==> src/rtl/ysyx_22040931_ifu.sv <==
// Instruction fetch unit: owns the PC, issues one word fetch at a time on the
// imem valid/ready port, and presents {pc, inst, opcode, fault} to decode.
// Redirects from execute take effect on the next edge; a fetch already
// accepted by memory is marked killed and its response is dropped.
// Optional feature macro: YSYX_22040931_IFU_PERF_EN builds the perf counters;
// without it perf_inst_cnt/perf_wait_cnt are tied to zero.
//
// state  | meaning
// S_REQ  | fetch request presented at pc, waiting for imem_req_ready
// S_WAIT | request accepted, waiting for its response (kill = wrong path)
// S_HOLD | instruction held in buffer and offered to decode
module ysyx_22040931_ifu #(
  parameter int              XLEN     = 32,
  parameter logic [XLEN-1:0] RESET_PC = 32'h8000_0000
) (
  input  logic            clk,
  input  logic            rst,
  input  logic            redirect_valid,
  input  logic [XLEN-1:0] redirect_pc,
  output logic            imem_req_valid,
  input  logic            imem_req_ready,
  output logic [XLEN-1:0] imem_req_addr,
  input  logic            imem_rsp_valid,
  input  logic [31:0]     imem_rsp_data,
  input  logic            imem_rsp_err,
  output logic            id_valid,
  input  logic            id_ready,
  output logic [XLEN-1:0] id_pc,
  output logic [31:0]     id_inst,
  output logic [6:0]      id_opcode,
  output logic            id_fault,
  output logic [31:0]     perf_inst_cnt,
  output logic [31:0]     perf_wait_cnt
);

  typedef enum logic [1:0] {S_REQ, S_WAIT, S_HOLD} state_t;

  state_t          state, state_n;
  logic [XLEN-1:0] pc, pc_n;
  logic            kill, kill_n;
  logic            hold_ld;
  logic [XLEN-1:0] hold_pc;
  logic [31:0]     hold_inst;
  logic            hold_fault;
  logic [XLEN-1:0] redirect_aligned;

  // Low two bits of the redirect target are dropped by masking so the whole
  // input bus is consumed.
  assign redirect_aligned = redirect_pc & ~XLEN'(3);

  // State, PC and kill flag registers.
  always_ff @(posedge clk or posedge rst) begin
    if (rst) begin
      state <= S_REQ;
      pc    <= RESET_PC;
      kill  <= 1'b0;
    end else begin
      state <= state_n;
      pc    <= pc_n;
      kill  <= kill_n;
    end
  end

  // Next-state logic; a redirect overrides the PC from any state.
  always_comb begin
    state_n = state;
    pc_n    = pc;
    kill_n  = kill;
    hold_ld = 1'b0;
    case (state)
      S_REQ: begin
        if (imem_req_ready) begin
          state_n = S_WAIT;
          kill_n  = redirect_valid;
        end
      end
      S_WAIT: begin
        if (imem_rsp_valid) begin
          kill_n = 1'b0;
          if (!kill && !redirect_valid) begin
            state_n = S_HOLD;
            hold_ld = 1'b1;
          end else begin
            state_n = S_REQ;
          end
        end else if (redirect_valid) begin
          kill_n = 1'b1;
        end
      end
      S_HOLD: begin
        if (redirect_valid) begin
          state_n = S_REQ;
        end else if (id_ready) begin
          state_n = S_REQ;
          pc_n    = pc + XLEN'(4);
        end
      end
      default: state_n = S_REQ;
    endcase
    if (redirect_valid) pc_n = redirect_aligned;
  end

  // Hold buffer captures the accepted response and its fetch address.
  always_ff @(posedge clk or posedge rst) begin
    if (rst) begin
      hold_pc    <= '0;
      hold_inst  <= '0;
      hold_fault <= 1'b0;
    end else if (hold_ld) begin
      hold_pc    <= pc;
      hold_inst  <= imem_rsp_data;
      hold_fault <= imem_rsp_err;
    end
  end

  // The state register resets to S_REQ, so the request is masked while rst is high.
  assign imem_req_valid = (state == S_REQ) && !rst;
  assign imem_req_addr  = pc;
  assign id_valid       = (state == S_HOLD) && !redirect_valid;
  assign id_pc          = hold_pc;
  assign id_inst        = hold_inst;
  assign id_opcode      = hold_inst[6:0];
  assign id_fault       = hold_fault;

`ifdef YSYX_22040931_IFU_PERF_EN
  // Retired-to-decode and memory-wait counters, free-running with wrap.
  always_ff @(posedge clk or posedge rst) begin
    if (rst) begin
      perf_inst_cnt <= '0;
      perf_wait_cnt <= '0;
    end else begin
      if (id_valid && id_ready) perf_inst_cnt <= perf_inst_cnt + 32'd1;
      if (state == S_WAIT)      perf_wait_cnt <= perf_wait_cnt + 32'd1;
    end
  end
`else
  assign perf_inst_cnt = '0;
  assign perf_wait_cnt = '0;
`endif

endmodule

==> config.mk <==
export PLATFORM = sky130hd
export DESIGN_NAME = ysyx_22040931_ifu
export DESIGN_NICKNAME = d
export VERILOG_FILES = /design/src/rtl/ysyx_22040931_ifu.sv
export SDC_FILE = /design/constraint.sdc
export NUM_CORES = 1
export LEC_CHECK = 0
export ABC_AREA = 0
export CAP_MARGIN = 20
export CORE_ASPECT_RATIO = 1.25
export CORE_MARGIN = 2
export CORE_UTILIZATION = 41
export DETAILED_ROUTE_END_ITERATION = 10
export PLACE_DENSITY_LB_ADDON = 0.25
export SYNTH_ARGS = -nofsm -noshare
export SYNTH_HDL_FRONTEND = slang
export SYNTH_SLANG_ARGS = --single-unit
==> constraint.sdc <==
create_clock -name clk -period 4.1 [get_ports clk]
set_clock_uncertainty 0.15 [all_clocks]
set_input_delay 0.82 -clock clk [delete_from_list [all_inputs] [get_ports clk]]
set_output_delay 0.82 -clock clk [all_outputs]
set_load 0.05 [all_outputs]
==> results of run 1 <==
[cell families after synthesis]
logic type	after synthesis	synth area share
and+or+nand+nor	111	0.124
buffers and inverters	103	0.141
DFF	96	0.496
muxes	65	0.150
AOI/OAI and AO/OA	48	0.0653
xor gates and xnor gates	11	0.0199
adders and majority gates	1	0.00258
other	1	0.000774
[worst max-delay path by stage]
stage	startpoint	endpoint	slack, ps	depth (start not counted)
4_1_cts	rst	imem_req_valid	830	3
6_report	rst	imem_req_valid	840	3
3_3_place_gp	rst	imem_req_valid	870	3
5_1_grt	rst	imem_req_valid	780	3
3_5_place_dp	rst	imem_req_valid	830	3
2_1_floorplan	rst	id_fault$_DFFE_PP0P_	630	1
[cells in the final DEF, fill, tap and decap left out, drive strengths merged]
cell type and instances:
clkdlybuf4s50 169, dfrtp 95, conb 68, mux2 63, nand2 30, nor2 22
or4 17, o21ai 14, a31oi 13, o31ai 12, xnor2 10, nand3 10
clkbuf 10, nand4 9, inv 8, nor3 5, nor4 5, buf 5
o31a 4, and3 3, clkinv 3, o211ai 2, nand2b 2, and4 2
mux2i 2, clkinvlp 2, or3 2, nand3b 1, a311o 1, or2 1
and3b 1, and2 1, o41ai 1, a21oi 1, xor2 1, ha 1
bufinv 1, dfstp 1
[per-layer routing]
layer	share of wire	global-route usage	up-vias	routed length, um
li1	-	-	1708	-
met5	0	0	-	0
met3	0.054	0.0369	22	614
met2	0.53	0.312	139	6020
met4	0.029	0.0874	0	329
met1	0.39	0.209	1730	4430
[flip-flops by register name (all words and copies together) (netlist names)]
register / count
id_inst: 32
id_pc: 30
imem_req_addr: 30
state: 2
id_fault: 1
kill: 1
[final cells by class]
cell class / instances / area [um2]
Clock buffer: 10 / 229
Clock inverter: 6 / 60.1
Fill cell: 1025 / 4880
Inverter: 8 / 32.5
Multi-Input combinational cell: 304 / 2010
Sequential cell: 96 / 2400
Tap cell: 138 / 173
Timing Repair Buffer: 174 / 1770
[cells in the mapped netlist, drive strengths merged (3+ instances only)]
master,instances,area share
o21ai,14,0.014
mux2,63,0.15
dfrtp,95,0.49
nand2,30,0.023
xnor2,10,0.018
o31ai,12,0.019
a31oi,13,0.017
or4,17,0.028
o31a,4,0.0075
nand3,10,0.013
buf,78,0.12
nand4,9,0.013
inv,8,0.0062
nor2,22,0.017
nor4,5,0.0065
clkbuf,17,0.013
and3,3,0.0039
nor3,5,0.0052
[critical path, stage by stage]
cell	delay, ps
clkdlybuf4s50_1	460
nor3_1	180
clkdlybuf4s50_1	840
[power groups by stage]
stage | clock [mW] | sequential [mW] | combinational [mW]
floorplan | 0 | 2.70 | 0.745
global placement | 0 | 1.50 | 2.75
detailed placement | 0 | 1.52 | 2.78
CTS | 0.843 | 1.51 | 2.78
global route | 0.887 | 1.55 | 2.86
finish | 0.823 | 1.50 | 2.76
[per-stage QoR]
stage / cells / total power, mW / setup slack, ps / util
after floorplan: 503 / 3.44 / 626 / -
final: 736 / 5.08 / 836 / 0.578
after CTS: 736 / 5.13 / 828 / 0.578
after global placement: 720 / 4.25 / 869 / 0.553
after detailed placement: 720 / 4.30 / 831 / 0.553
after global routing: 736 / 5.29 / 782 / 0.578
==> metrics.yaml, run 1 <==
clock_network:
  clk_latency_ps: 340
  cts.path.max_buffers: 2
  cts_tree: "yes"
  hold_buffers: 0
  cts_buffers: 9
  post_cts_resized: 0
  h-tree-depth: 3
  post_cts_buffers: 0
  clock-sinks: 96
  clk_transition_reported_paths_ps: 70
  cts-root-buf: "clkbuf_16"
sta:
  rsz0062_at_grt: "false"
  slew_headroom: 0.430
  hold_ws_ps: 354
  tightestPinTransition_ps: 855
  tns_ps: 0
  fin_crit_ps: 3260
  fmax_mhz: 306
  maxSlewViolCount: 0
  hold_viol: 0
  setup_viol: 0
  post-route-period-util: 0.796
logic_synthesis:
  async_flop_share: 1.00
  syn-cell-area_um2: 4850
  synth-edff-count: 0
  synth_warnings: 0
  ys_ff_latch: 96
  synthFlopType: "dfrtp_1"
  syn_area_per_cell_um2: 11.1
  synthCells: 436
  ys_seq_area_frac: 0.496
  synth.distinct_cells: 41
worst_hold_path:
  whs_path_depth: 1
  hold_path.class: "flip-flop to flip-flop"
  whs_endpoint: "id_inst[22]$_DFFE_PP0P_"
  hold_start: "id_inst[22]$_DFFE_PP0P_"
cells_and_area:
  n_antenna_cell: 0
  drive_gt1_frac: 0.156
  synthToLayoutAreaGrowth_pct: 37.8
  final_area_um2: 6680
  fin_nets: 665
placement:
  hpwl_mm: 8.33
  globalplace.congestion: 0.753
  place_area_um2: 6390
  port-buffer-count: 170
power:
  power.switching_mw: 2.38
  p_clk_frac: 0.162
  peakVddDrop_v: 0.000524
  p_per_area_nw_per_um2: 761
  combPwrFrac: 0.543
  switching_share: 0.469
  p_int_mw: 2.70
  p_seq_frac: 0.295
  p_leak_nw: 2.78
floorplanning:
  die_h_um: 126
  initial_core_util: 0.419
  die_x_um: 101
  rows: 44
  io_pins: 241
  die_area_um2: 12700
  coreArea_um2: 11600
detailed_routing:
  wire_per_inst_um: 15.5
  firstDrtPassIters: 4
  antenna_left: 0
  vias: 3599
  dr.first_iter.drc_count: 128
  drcViolationCount: 0
  vias_per_cell: 4.89
  routed_wl_mm: 11.4
critical_path:
  reg2reg_from: "imem_req_addr[2]$_DFFE_PP0P_"
  path_class: "input port to output port"
  rrSetupSlack_ps: 1670
  rr_endpoint: "imem_req_addr[26]$_DFFE_PP0P_"
  arrival_ps: 2290
  end_kind: "output port"
  setup.worst_path.start_class: "input port"
  crit_fanout: 2
  reg2reg_depth: 5
  cp.required_ps: 3130
grt:
  grt-ovfl-total: 0
  antenna_found_initial: 0
  grt_util_all_layers: 0.180
  grt_pass1_wl_mm: 17.8
  grt_max_degree: 59
  grt_pass1_vias: 3558
outcome:
  status: "finished clean"
job:
  maxCapViolCount: 0
Power figures use the tool's default switching activity.
==> run 2, diff against run 1 <==
--- a/config.mk
+++ b/config.mk
@@ -9,7 +9,7 @@
 export CAP_MARGIN = 20
 export CORE_ASPECT_RATIO = 1.25
 export CORE_MARGIN = 2
-export CORE_UTILIZATION = 41
+export CORE_UTILIZATION = 37
 export DETAILED_ROUTE_END_ITERATION = 10
 export PLACE_DENSITY_LB_ADDON = 0.25
 export SYNTH_ARGS = -nofsm -noshare
==> constraint.sdc (replaced) <==
create_clock -name clk -period 2.9 [get_ports clk]
set_clock_uncertainty 0.15 [all_clocks]
set_input_delay 0.58 -clock clk [delete_from_list [all_inputs] [get_ports clk]]
set_output_delay 0.58 -clock clk [all_outputs]
set_load 0.05 [all_outputs]
==> metrics.yaml, run 2 (synthesis gave the netlist of run 1 again) <==
sta:
  fmax_mhz: 404
  tns_ps: 0
  setup_ws_ps: 425
  fin_crit_ps: 2470
  tightestPinTransition_ps: 708
  maxSlewViolCount: 0
  hold_viol: 0
  slew_headroom: 0.527
  rsz0062_at_grt: "false"
  setup_viol: 0
  post-route-period-util: 0.853
cells_and_area:
  drive_gt1_frac: 0.164
  layout_commonest_cell: "clkdlybuf4s50_1"
  fin_util: 0.534
  final_area_um2: 6800
  synthToLayoutAreaGrowth_pct: 40.2
  multiInputGateArea_um2: 2010
  n_antenna_cell: 0
  regArea_um2: 2400
  final_cell_mix: "clkdlybuf4s50_1 (168), dfrtp_1 (95), conb_1 (68)"
  largest_reg_flops: 32
  fillCellCount: 1169
  fin_nets: 670
grt:
  grt_max_degree: 39
  top_usage_layer: "met2"
  met1_usage: 0.205
  grt-ovfl-total: 0
  grt_pass1_wl_mm: 19.3
  grt_util_all_layers: 0.174
  met2_usage: 0.308
  antenna_found_initial: 0
  use_met3: 0.0430
  grt_pass1_vias: 3700
placement:
  globalplace.congestion: 0.736
  place_area_um2: 6470
  place_ws_ps: 183
  hpwl_mm: 8.80
  port-buffer-count: 170
clock_network:
  hold_buffers: 0
  cts.path.max_buffers: 2
  post_cts_buffers: 0
  post_cts_resized: 0
  clock-sinks: 96
  clk_latency_ps: 340
  cts-root-buf: "clkbuf_16"
  cts_tree: "yes"
  clk_transition_reported_paths_ps: 70
  h-tree-depth: 3
  cts_buffers: 9
critical_path:
  cp.required_ps: 2170
  end_kind: "output port"
  path_class: "flip-flop to output port"
  crit_fanout: 7
  critPathBufInv: 1
  cp_slowest_stage_delay_ps: 870
  critPathSlowestCell: "clkdlybuf4s50_1"
  arrival_ps: 1740
  setup.worst_path.start_class: "flip-flop"
  path_cells: "clkdlybuf4s50_1"
  cpLargestDelayFamily: "buffers and inverters"
floorplanning:
  die_area_um2: 14000
  die_x_um: 106
  die_h_um: 132
  rows: 46
  coreArea_um2: 12700
  initial_core_util: 0.381
  io_pins: 241
detailed_routing:
  drcViolationCount: 0
  routed_wl_mm: 11.8
  antenna_left: 0
  dr.first_iter.drc_count: 108
  vias_per_cell: 4.70
  wire_per_inst_um: 15.3
  vias: 3625
  firstDrtPassIters: 4
power:
  p_leak_nw: 2.82
  peakVddDrop_v: 0.000606
  p_per_area_nw_per_um2: 1080
outcome:
  status: "finished clean"
job:
  maxCapViolCount: 0
worst_hold_path:
  hold_path.class: "flip-flop to flip-flop"
## run 2: final cells by class
cell class,instances,area share
Sequential cell,96,0.354
Multi-Input combinational cell,304,0.296
Timing Repair Buffer,179,0.267
Clock buffer,10,0.0337
Tap cell,168,0.0309
Clock inverter,6,0.0134
Inverter,8,0.00497
## run 2: per-stage QoR
stage | hold slack [ps] | total power, mW | instances
4_1_cts | 358 | 7.41 | 771
2_1_floorplan | 343 | 4.87 | 503
3_5_place_dp | 343 | 6.10 | 755
3_3_place_gp | 338 | 6.03 | 755
5_1_grt | 370 | 7.64 | 771
6_report | 355 | 7.33 | 771
## run 2: final timing paths
path                                                     from                            end  slack [ps]  depth (start not counted)
max in group asynchronous                                 rst  imem_req_addr[23]$_DFFE_PP0P_        1400                          3
worst max register to register   imem_req_addr[2]$_DFFE_PP0P_  imem_req_addr[30]$_DFFE_PP0P_         580                          5
worst max-delay path            imem_req_addr[10]$_DFFE_PP0P_              imem_req_addr[10]         430                          1
min in group asynchronous                                 rst           state[1]$_DFFE_PP0P_         580                          2
worst min-delay path                  id_inst[29]$_DFFE_PP0P_        id_inst[29]$_DFFE_PP0P_         350                          1
worst min register to register        id_inst[29]$_DFFE_PP0P_        id_inst[29]$_DFFE_PP0P_         350                          1
## run 2: power breakdown
part           internal (mW)  switching [mW]  total, mW
clock                  0.761           0.526       1.29
combinational           1.34            2.58       3.92
sequential              1.82           0.302       2.13
total                   3.92            3.41       7.33
## run 2: routing by layer
| metal | vias to the layer above | wire length, um |
|---|---|---|
| met4 | 0 | 184 |
| met2 | 135 | 6240 |
| met1 | 1749 | 4630 |
| met5 | - | 0 |
| met3 | 12 | 759 |
| li1 | 1729 | - |
==> run 3, diff against run 2 <==
--- a/config.mk
+++ b/config.mk
@@ -12,6 +12,7 @@
 export CORE_UTILIZATION = 37
 export DETAILED_ROUTE_END_ITERATION = 10
 export PLACE_DENSITY_LB_ADDON = 0.25
+export RECOVER_POWER = 100
 export SYNTH_ARGS = -nofsm -noshare
 export SYNTH_HDL_FRONTEND = slang
 export SYNTH_SLANG_ARGS = --single-unit
==> metrics.yaml, run 3 (synthesis gave the netlist of run 1 again) <==
clock_network:
  h-tree-depth: 3
  cts_tree: "yes"
  cts.path.max_buffers: 2
  post_cts_resized: 0
  clk_transition_reported_paths_ps: 70
  clk_latency_ps: 340
  hold_buffers: 0
  cts_buffers: 9
  cts-root-buf: "clkbuf_16"
  clock-sinks: 96
  post_cts_buffers: 0
sta:
  tightestPinTransition_ps: 1380
  hold_viol: 0
  setup_viol: 0
  maxSlewViolCount: 0
  fmax_mhz: 396
  tns_ps: 0
  rsz0062_at_grt: "false"
  setup_ws_ps: 374
  slew_headroom: 0.0761
  fin_crit_ps: 2530
  hold_ws_ps: 349
  post-route-period-util: 0.871
grt:
  antenna_found_initial: 0
  top_usage_layer: "met2"
  grt_max_degree: 39
  grt-ovfl-total: 0
  met1_usage: 0.205
  use_met3: 0.0430
  grt_pass1_wl_mm: 19.3
  grt_pass1_vias: 3700
  grt_util_all_layers: 0.174
  met2_usage: 0.308
placement:
  globalplace.congestion: 0.736
  port-buffer-count: 170
  hpwl_mm: 8.80
  place_ws_ps: 183
  dpl.cell_count: 755
detailed_routing:
  drcViolationCount: 0
  firstDrtPassIters: 6
  routed_wl_mm: 11.8
  vias_per_cell: 4.73
  vias: 3643
  wire_per_inst_um: 15.3
  antenna_left: 0
  dr.first_iter.drc_count: 119
critical_path:
  crit_fanout: 7
  critPathBufInv: 1
  arrival_ps: 1800
  setup.worst_path.start_class: "flip-flop"
  path_cells: "dlygate4sd3_1"
  cp_slowest_stage_delay_ps: 930
  critPathSlowestCell: "dlygate4sd3_1"
  cpLargestDelayFamily: "buffers and inverters"
  cp.required_ps: 2170
  path_class: "flip-flop to output port"
  end_kind: "output port"
cells_and_area:
  largest_reg_flops: 32
  layout.cells.non_filler: 771
  fillCellCount: 1179
  fin_nets: 670
  drive_gt1_frac: 0.153
  layout_commonest_cell: "dlygate4sd3_1"
  n_antenna_cell: 0
  final_cell_mix: "dlygate4sd3_1 (103), dfrtp_1 (95), conb_1 (68)"
  fin_util: 0.529
  synthToLayoutAreaGrowth_pct: 38.8
power:
  p_per_area_nw_per_um2: 1050
  p_leak_nw: 2.84
  peakVddDrop_v: 0.000588
floorplanning:
  die_h_um: 132
  rows: 46
  die_area_um2: 14000
  coreArea_um2: 12700
  die_x_um: 106
  initial_core_util: 0.381
  io_pins: 241
job:
  maxCapViolCount: 0
worst_hold_path:
  hold_path.class: "flip-flop to flip-flop"
outcome:
  status: "finished clean"
run 3: layer usage:
metal | vias up | routed length (um)
met5 | - | 0
met4 | 0 | 183
met3 | 11 | 705
met2 | 127 | 6290
met1 | 1775 | 4600
li1 | 1730 | -
run 3: path summary, 6_finish.rpt:
kind                       depth (start not counted)                           from  slack (ps)                            end
setup reg to reg                                   5   imem_req_addr[2]$_DFFE_PP0P_         420  imem_req_addr[30]$_DFFE_PP0P_
min in group asynchronous                          2                            rst         880          id_pc[31]$_DFFE_PP0P_
hold reg to reg                                    1        id_inst[29]$_DFFE_PP0P_         350        id_inst[29]$_DFFE_PP0P_
max in group asynchronous                          3                            rst         540         id_inst[3]$_DFFE_PP0P_
setup / recovery                                   1  imem_req_addr[10]$_DFFE_PP0P_         370              imem_req_addr[10]
hold / removal                                     1        id_inst[29]$_DFFE_PP0P_         350        id_inst[29]$_DFFE_PP0P_
run 3: area by class of cell:
class,instances,area [um2],share of cell area
Sequential cell,96,2400,0.357
Multi-Input combinational cell,304,2010,0.298
Timing Repair Buffer,179,1760,0.261
Clock buffer,10,229,0.0340
Tap cell,168,210,0.0312
Clock inverter,6,91.3,0.0136
Inverter,8,31.3,0.00465
run 3: stage by stage:
| stage | total power [mW] | area (um2) |
|---|---|---|
| floorplan | 4.87 | 5100 |
| global placement | 6.03 | 6470 |
| global route | 7.41 | 6730 |
| finish | 7.09 | 6730 |
| CTS | 7.41 | 6800 |
| detailed placement | 6.10 | 6470 |
run 3: where the power goes:
| part | switching, mW | total, mW | internal (mW) |
|---|---|---|---|
| sequential | 0.276 | 2.10 | 1.82 |
| clock | 0.523 | 1.28 | 0.761 |
| combinational | 2.58 | 3.71 | 1.13 |
| total | 3.38 | 7.09 | 3.72 |
